==> src/rtl/cbd_timer_pkg.sv <==
// -----------------------------------------------------------------------------
// cbd_timer_pkg
// Shared types and constants for the cascaded down-counter interval timer.
//   - state_t       : controller sequencing states
//   - ADDR_*        : register-write port addresses
//   - MODE_*        : CONTROL register mode bit index and encodings
//   - NIBBLE_W      : width of one counter stage
// -----------------------------------------------------------------------------
package cbd_timer_pkg;

  localparam int NIBBLE_W = 4;

  typedef enum logic [1:0] {
    ST_IDLE = 2'd0,
    ST_LOAD = 2'd1,
    ST_RUN  = 2'd2,
    ST_FIN  = 2'd3
  } state_t;

  localparam logic [1:0] ADDR_RELOAD   = 2'd0;
  localparam logic [1:0] ADDR_CONTROL  = 2'd1;
  localparam logic [1:0] ADDR_PRESCALE = 2'd2;

  localparam int   MODE_BIT      = 0;
  localparam logic MODE_ONESHOT  = 1'b0;
  localparam logic MODE_PERIODIC = 1'b1;

endpackage : cbd_timer_pkg

==> src/rtl/cbd_nibble_stage.sv <==
// -----------------------------------------------------------------------------
// cbd_nibble_stage
// One 4-bit down-counter stage of the timer chain.
// Ports:
//   i_clk  : rising-edge clock
//   i_cd   : asynchronous active-high clear
//   i_ld   : parallel load of i_d (highest priority)
//   i_ps   : synchronous preset to all-ones
//   i_en   : count enable
//   i_cai  : borrow in; the stage decrements when i_en and i_cai are high
//   i_d    : parallel load value
//   o_q    : stage value
//   o_cao  : borrow out (i_cai while the stage sits at zero)
// -----------------------------------------------------------------------------
module cbd_nibble_stage
  import cbd_timer_pkg::*;
(
  input  logic                i_clk,
  input  logic                i_cd,
  input  logic                i_ld,
  input  logic                i_ps,
  input  logic                i_en,
  input  logic                i_cai,
  input  logic [NIBBLE_W-1:0] i_d,
  output logic [NIBBLE_W-1:0] o_q,
  output logic                o_cao
);

  logic [NIBBLE_W-1:0] r_q;

  always_ff @(posedge i_clk or posedge i_cd) begin
    if (i_cd) begin
      r_q <= '0;
    end else if (i_ld) begin
      r_q <= i_d;
    end else if (i_ps) begin
      r_q <= '1;
    end else if (i_en && i_cai) begin
      r_q <= r_q - NIBBLE_W'(1);
    end
  end

  // Borrow out is purely combinational so a whole-chain borrow settles
  // within the cycle; this also makes the top stage's o_cao a zero detect.
  assign o_q   = r_q;
  assign o_cao = i_cai & (r_q == '0);

endmodule : cbd_nibble_stage

==> src/rtl/cbd_timer_ctrl.sv <==
// -----------------------------------------------------------------------------
// cbd_timer_ctrl
// Programmable interval timer: sequences a cascade of 4-bit down-counter
// stages through IDLE/LOAD/RUN/FIN, with a prescaler, reload register and
// one-shot / periodic expiry.
//
// Optional build macro: CBD_TIMER_GATE_EN adds i_gate; while i_gate is low in
// RUN the prescaler and chain freeze and no expiry is produced. Without the
// macro the timer behaves as if the gate were always high.
//
// Ports:
//   i_clk      : rising-edge clock
//   i_cdn      : asynchronous active-low clear of the whole block
//   i_wr_en    : register write strobe
//   i_wr_addr  : 0 RELOAD, 1 CONTROL (bit0 mode), 2 PRESCALE, 3 ignored
//   i_wr_data  : write data, truncated/zero-extended to the target register
//   i_start    : start / restart request (one cycle)
//   i_stop     : stop request (one cycle), wins over i_start
//   i_gate     : count gate (only with CBD_TIMER_GATE_EN)
//   o_count    : current chain value
//   o_expire   : one-cycle terminal-count pulse
//   o_busy     : high in LOAD or RUN
//   o_done     : sticky one-shot completion flag
// -----------------------------------------------------------------------------
module cbd_timer_ctrl
  import cbd_timer_pkg::*;
#(
  parameter int NIBBLES    = 4,
  parameter int PRESCALE_W = 8
) (
  input  logic                  i_clk,
  input  logic                  i_cdn,
  input  logic                  i_wr_en,
  input  logic [1:0]            i_wr_addr,
  input  logic [4*NIBBLES-1:0]  i_wr_data,
  input  logic                  i_start,
  input  logic                  i_stop,
`ifdef CBD_TIMER_GATE_EN
  input  logic                  i_gate,
`endif
  output logic [4*NIBBLES-1:0]  o_count,
  output logic                  o_expire,
  output logic                  o_busy,
  output logic                  o_done
);

  localparam int CW = 4 * NIBBLES;

  state_t                r_state;
  logic [CW-1:0]         r_reload;
  logic                  r_mode;
  logic [PRESCALE_W-1:0] r_prescale;
  logic [PRESCALE_W-1:0] r_presc;
  logic                  r_done;

  logic                  w_gate;
  logic                  w_cd;
  logic                  w_run_act;
  logic                  w_tick;
  logic                  w_tick_act;
  logic                  w_zero_tick;
  logic                  w_load;
  logic                  w_ld;
  logic                  w_en;
  logic [CW-1:0]         w_count;
  logic [NIBBLES-1:0]    w_cao;

`ifdef CBD_TIMER_GATE_EN
  assign w_gate = i_gate;
`else
  assign w_gate = 1'b1;
`endif

  // Stage clear is the inverted block clear and nothing else.
  assign w_cd = ~i_cdn;

  // RUN work happens only when gated in and not being stopped this cycle.
  assign w_run_act  = (r_state == ST_RUN) & w_gate & ~i_stop;
  assign w_tick     = (r_presc == '0);
  assign w_tick_act = w_run_act & w_tick;

  // The tick is fed into the bottom of the chain as a borrow; it reaches the
  // top only when every stage is zero, i.e. a tick with COUNT==0.
  assign w_zero_tick = w_cao[NIBBLES-1];

  assign w_load = (r_state == ST_LOAD) & ~i_stop;
  assign w_ld   = w_load | (w_zero_tick & (r_mode == MODE_PERIODIC));
  // Never let the chain wrap below zero: decrement only on a non-zero tick.
  assign w_en   = w_tick_act & ~w_zero_tick;

  // ---------------------------------------------------------------------------
  // Counter chain
  // ---------------------------------------------------------------------------
  genvar gi;
  generate
    for (gi = 0; gi < NIBBLES; gi++) begin : g_stage
      logic w_cai;
      if (gi == 0) begin : g_first
        assign w_cai = w_tick_act;
      end else begin : g_rest
        assign w_cai = w_cao[gi-1];
      end

      cbd_nibble_stage u_stage (
        .i_clk (i_clk),
        .i_cd  (w_cd),
        .i_ld  (w_ld),
        .i_ps  (1'b0),
        .i_en  (w_en),
        .i_cai (w_cai),
        .i_d   (r_reload[NIBBLE_W*gi +: NIBBLE_W]),
        .o_q   (w_count[NIBBLE_W*gi +: NIBBLE_W]),
        .o_cao (w_cao[gi])
      );
    end
  endgenerate

  // ---------------------------------------------------------------------------
  // Configuration registers. A reload in the same cycle as a write still sees
  // the old value because both read the register before this edge.
  // ---------------------------------------------------------------------------
  always_ff @(posedge i_clk or negedge i_cdn) begin
    if (!i_cdn) begin
      r_reload   <= '0;
      r_mode     <= MODE_ONESHOT;
      r_prescale <= '0;
    end else if (i_wr_en) begin
      case (i_wr_addr)
        ADDR_RELOAD:   r_reload   <= i_wr_data;
        ADDR_CONTROL:  r_mode     <= i_wr_data[MODE_BIT];
        ADDR_PRESCALE: r_prescale <= PRESCALE_W'(i_wr_data);
        default:       ;
      endcase
    end
  end

  // ---------------------------------------------------------------------------
  // Sequencer, prescaler and DONE flag
  // ---------------------------------------------------------------------------
  always_ff @(posedge i_clk or negedge i_cdn) begin
    if (!i_cdn) begin
      r_state <= ST_IDLE;
      r_presc <= '0;
      r_done  <= 1'b0;
    end else if (i_stop) begin
      // Stop freezes the prescaler and chain; DONE keeps its value.
      r_state <= ST_IDLE;
    end else begin
      case (r_state)
        ST_IDLE: begin
          if (i_start) begin
            r_state <= ST_LOAD;
          end
        end
        ST_LOAD: begin
          r_presc <= r_prescale;
          r_done  <= 1'b0;
          r_state <= ST_RUN;
        end
        ST_RUN: begin
          if (w_gate) begin
            if (w_tick) begin
              r_presc <= r_prescale;
            end else begin
              r_presc <= r_presc - PRESCALE_W'(1);
            end
          end
          if (w_zero_tick && (r_mode == MODE_ONESHOT)) begin
            r_done <= 1'b1;
          end
          // A restart overrides the one-shot finish but the expiry this
          // cycle is still reported.
          if (i_start) begin
            r_state <= ST_LOAD;
          end else if (w_zero_tick && (r_mode == MODE_ONESHOT)) begin
            r_state <= ST_FIN;
          end
        end
        ST_FIN: begin
          if (i_start) begin
            r_state <= ST_LOAD;
          end
        end
        default: r_state <= ST_IDLE;
      endcase
    end
  end

  assign o_count  = w_count;
  assign o_expire = w_zero_tick;
  assign o_busy   = (r_state == ST_LOAD) | (r_state == ST_RUN);
  assign o_done   = r_done;

endmodule : cbd_timer_ctrl
==> config.mk <==
export PLATFORM = sky130hd
export DESIGN_NAME = cbd_timer_ctrl
export DESIGN_NICKNAME = d
export VERILOG_FILES = /design/src/rtl/cbd_timer_pkg.sv /design/src/rtl/cbd_nibble_stage.sv /design/src/rtl/cbd_timer_ctrl.sv
export SDC_FILE = /design/constraint.sdc
export NUM_CORES = 1
export LEC_CHECK = 0
export ABC_AREA = 1
export CAP_MARGIN = 20
export CELL_PAD_IN_SITES_DETAIL_PLACEMENT = 1
export CELL_PAD_IN_SITES_GLOBAL_PLACEMENT = 1
export CORE_MARGIN = 2
export CORE_UTILIZATION = 30
export CTS_BUF_LIST = sky130_fd_sc_hd__clkbuf_16
export DETAILED_ROUTE_END_ITERATION = 8
export HOLD_SLACK_MARGIN = 0.1
export PLACE_DENSITY = 0.68
export SLEW_MARGIN = 5
export SYNTH_ARGS = -nofsm -noshare
export SYNTH_HDL_FRONTEND = slang
export SYNTH_HIERARCHICAL = 1
export SYNTH_SLANG_ARGS = --single-unit
==> constraint.sdc <==
create_clock -name i_clk -period 4.5 [get_ports i_clk]
set_clock_uncertainty 0.15 [all_clocks]
set_input_delay 0.9 -clock i_clk [delete_from_list [all_inputs] [get_ports i_clk]]
set_output_delay 0.9 -clock i_clk [all_outputs]
set_load 0.01 [all_outputs]
==> metrics.csv <==
metric,value,unit
outcome,"finished, final reports clean",
cts_buffer_depth,2,
worst_path_largest_cell_delay,560,ps
cts-root-buf,clkbuf_16,
grt_setup_unrepaired,false,
vias,2470,
cp-start-kind,primary input,
die_w,103.3,µm
postSynthCellCount,365,
dieHeight,103.3,µm
syn_area_per_cell,8.100,µm²
layout.nets,453,
via_per_inst,4.483,
antenna_found_initial,0,
drc,0,
cp-end-kind,output port,
ios,42,
layout.cells.non_filler,551,
grtUsageTotal,0.1500,
yosys_warnings,6,
path_buf_inv,2,
dp_slack,80.96,ps
crit_fanout,2,
setup_viol,0,
worst_pin_slew,593.1,ps
ant_nets,0,
syn_to_final_growth,25.69,%
dr.max_layer_used,met4,
routed_wl,7556,µm
tns,0,ps
drive_gt1_frac,0.1244,
crit_path_cell_trace,clkdlybuf4s50_1 -> nor3_2 -> nand2_1 -> nor3_1 -> nand2_1 -> nor3_2 -> nand2_1 -> nor3_2 -> nand2_1 -> nor3_2 -> clkdlybuf4s50_1,
synth_area_leaders,"dfrtp_1 (44%), nand2_1 (13%), inv_1 (6.0%), ha_1 (5.5%), o21ai_0 (5.2%)",
grt_max_degree,30,
worstPathRequired,3450,ps
slowest_stage,clkdlybuf4s50_1,
power_density,549.4,nW/µm²
grt_pass1_wl,12320,µm
critPathKind,in2out,
clkTransAtPathRegs,70,ps
critPathTopFamily,simple AND/OR/NAND/NOR gates,
rrSetupSlack,1120,ps
start_util,0.3053,
clock_latency,300,ps
met3_length,168,µm
antenna_cells,0,
ir_worst_vdd,0.1934,mV
period_minus_slack,4159,ps
place.gp.congestion,0.8037,
netlist_area,2957,µm²
htree_levels,2,
io_buffers,41,
finalWorstSetupSlack,340.8,ps
yosysMostFrequentCell,nand2_1,
relSlewSlack,0.6035,
post-place-cells,543,
rows,36,
drtIter0Drc,62,
wl_per_cell,13.71,µm
ys.flop_type,dfrtp_1,
synth_cell_types,30,
die_area,10670,µm²
wl_met2,3805,µm
async_reset_ff_frac,1.000,
synth-edff-count,0,
hp-class,in2async,
max_cap_viol_count,0,
cts_tree,yes,
wl_met1,3481,µm
hpwl,5864,µm
cts_inserted_buffers,5,
grt_pass1_vias,2514,
clock.fmax,240.4,MHz
p_leak,0.001770,µW
hold_viol_final,0,
synth-seq-area-share,0.4401,
fin_crit_sh,0.9243,
coreArea,9684,µm²
first_pass_iters,4,
arrival,3110,ps
synth-seq-cells,52,
cts.sinks,52,
synth_top_area_cell,dfrtp_1,
synth_top_area_frac,0.4401,
maxSlewViolCount,0,
synth_common_cells,"nand2_1 (103), dfrtp_1 (52), inv_1 (47)",
gr-total-overflow,0,
[sequential cells by signal, indices dropped and copies added (netlist names)]
signal,count
g_stage.u_stage/o_q,16
o_done,1
r_mode,1
r_presc,8
r_prescale,8
r_reload,16
r_state,2
[worst reg2reg max path, cell delays in order (launching register included)]
cell     delay, ps
dfrtp_1        380
inv_1          150
ha_1           180
nand2_1        140
nor2_4         170
inv_1           80
nor3_2         140
nand2_1         70
nor3_1         200
nand2_1        100
nor3_2         130
nand2_1         90
nor3_2         140
nand2_1        100
nor3_2         140
buf_4          160
nand2_1         50
nand2_1         60
buf_4          220
inv_2           80
or2_0          210
nand3_1         80
nand2_1         50
[kinds of logic after synthesis]
family                   share of synthesized area
AO/OA/AOI/OAI                              0.09480
XOR/XNOR                                   0.01481
adder cells (fa/ha/maj)                    0.05502
buffers and inverters                      0.07618
flip-flops                                  0.4401
multiplexers                               0.03047
other                                     0.001268
AND/OR/NAND/NOR                             0.2873
[power by group]
group | internal, µW | total [µW] | switching, µW
registers | 607 | 764 | 157
clock network | 205 | 383 | 178
logic | 392 | 895 | 503
total | 1200 | 2040 | 837
[path summary, 6_finish.rpt]
kind                                              to   startpoint  depth (start not counted)
setup / recovery                            o_expire       i_stop                         11
hold / removal                          r_reload[13]        i_cdn                          1
setup reg to reg           g_stage[3].u_stage/o_q[2]   r_presc[0]                         22
hold reg to reg                          r_reload[0]  r_reload[0]                          2
max in group asynchronous              r_prescale[7]        i_cdn                          2
min in group i_clk                       r_reload[0]  r_reload[0]                          2
[through the flow]
stage | total power [µW] | instance area (µm²) | utilization | hold slack [ps]
finish | 2042 | 3716 | 0.3837 | 305.3
global route | 2217 | 3716 | 0.3837 | 305.8
detailed placement | 1672 | 3551 | 0.3667 | 328.4
global placement | 1636 | 3551 | 0.3667 | 319.4
CTS | 2074 | 3696 | 0.3817 | 306.3
floorplan | 1313 | 2968 | - | 296.1
[layer usage]
metal | global-route usage | up-vias
met5 | 0 | -
met1 | 0.1840 | 1178
met3 | 0.02218 | 6
li1 | - | 1253
met4 | 0.04251 | 0
met2 | 0.2732 | 33
[layout by cell type (no fill, tap or decap), types with 13 or more instances in the layout]
cell and instances:
ha_1 13, nor2_1 25, nand3_1 21, dfrtp_1 52, nand2_1 103, inv_1 48, clkdlybuf4s50_1 40, o21ai_0 31
[area by class of cell]
type / instances / area (µm²)
multi-input cells: 258 / 1461
repair buffers: 45 / 435.4
clock inverters: 3 / 20.02
fillers: 1171 / 5968
flip-flops and latches: 52 / 1301
inverters: 55 / 206.4
well taps: 133 / 166.4
clock buffers: 5 / 125.1
[repair_timing]
item | in CTS | in global routing
hold buffers | 0 | 0
resized for setup | 0 | 4
buffers inserted | 0 | 0
endpoints found under the setup margin | 0 | 1
No activity file was read; power rests on OpenSTA's default activity.
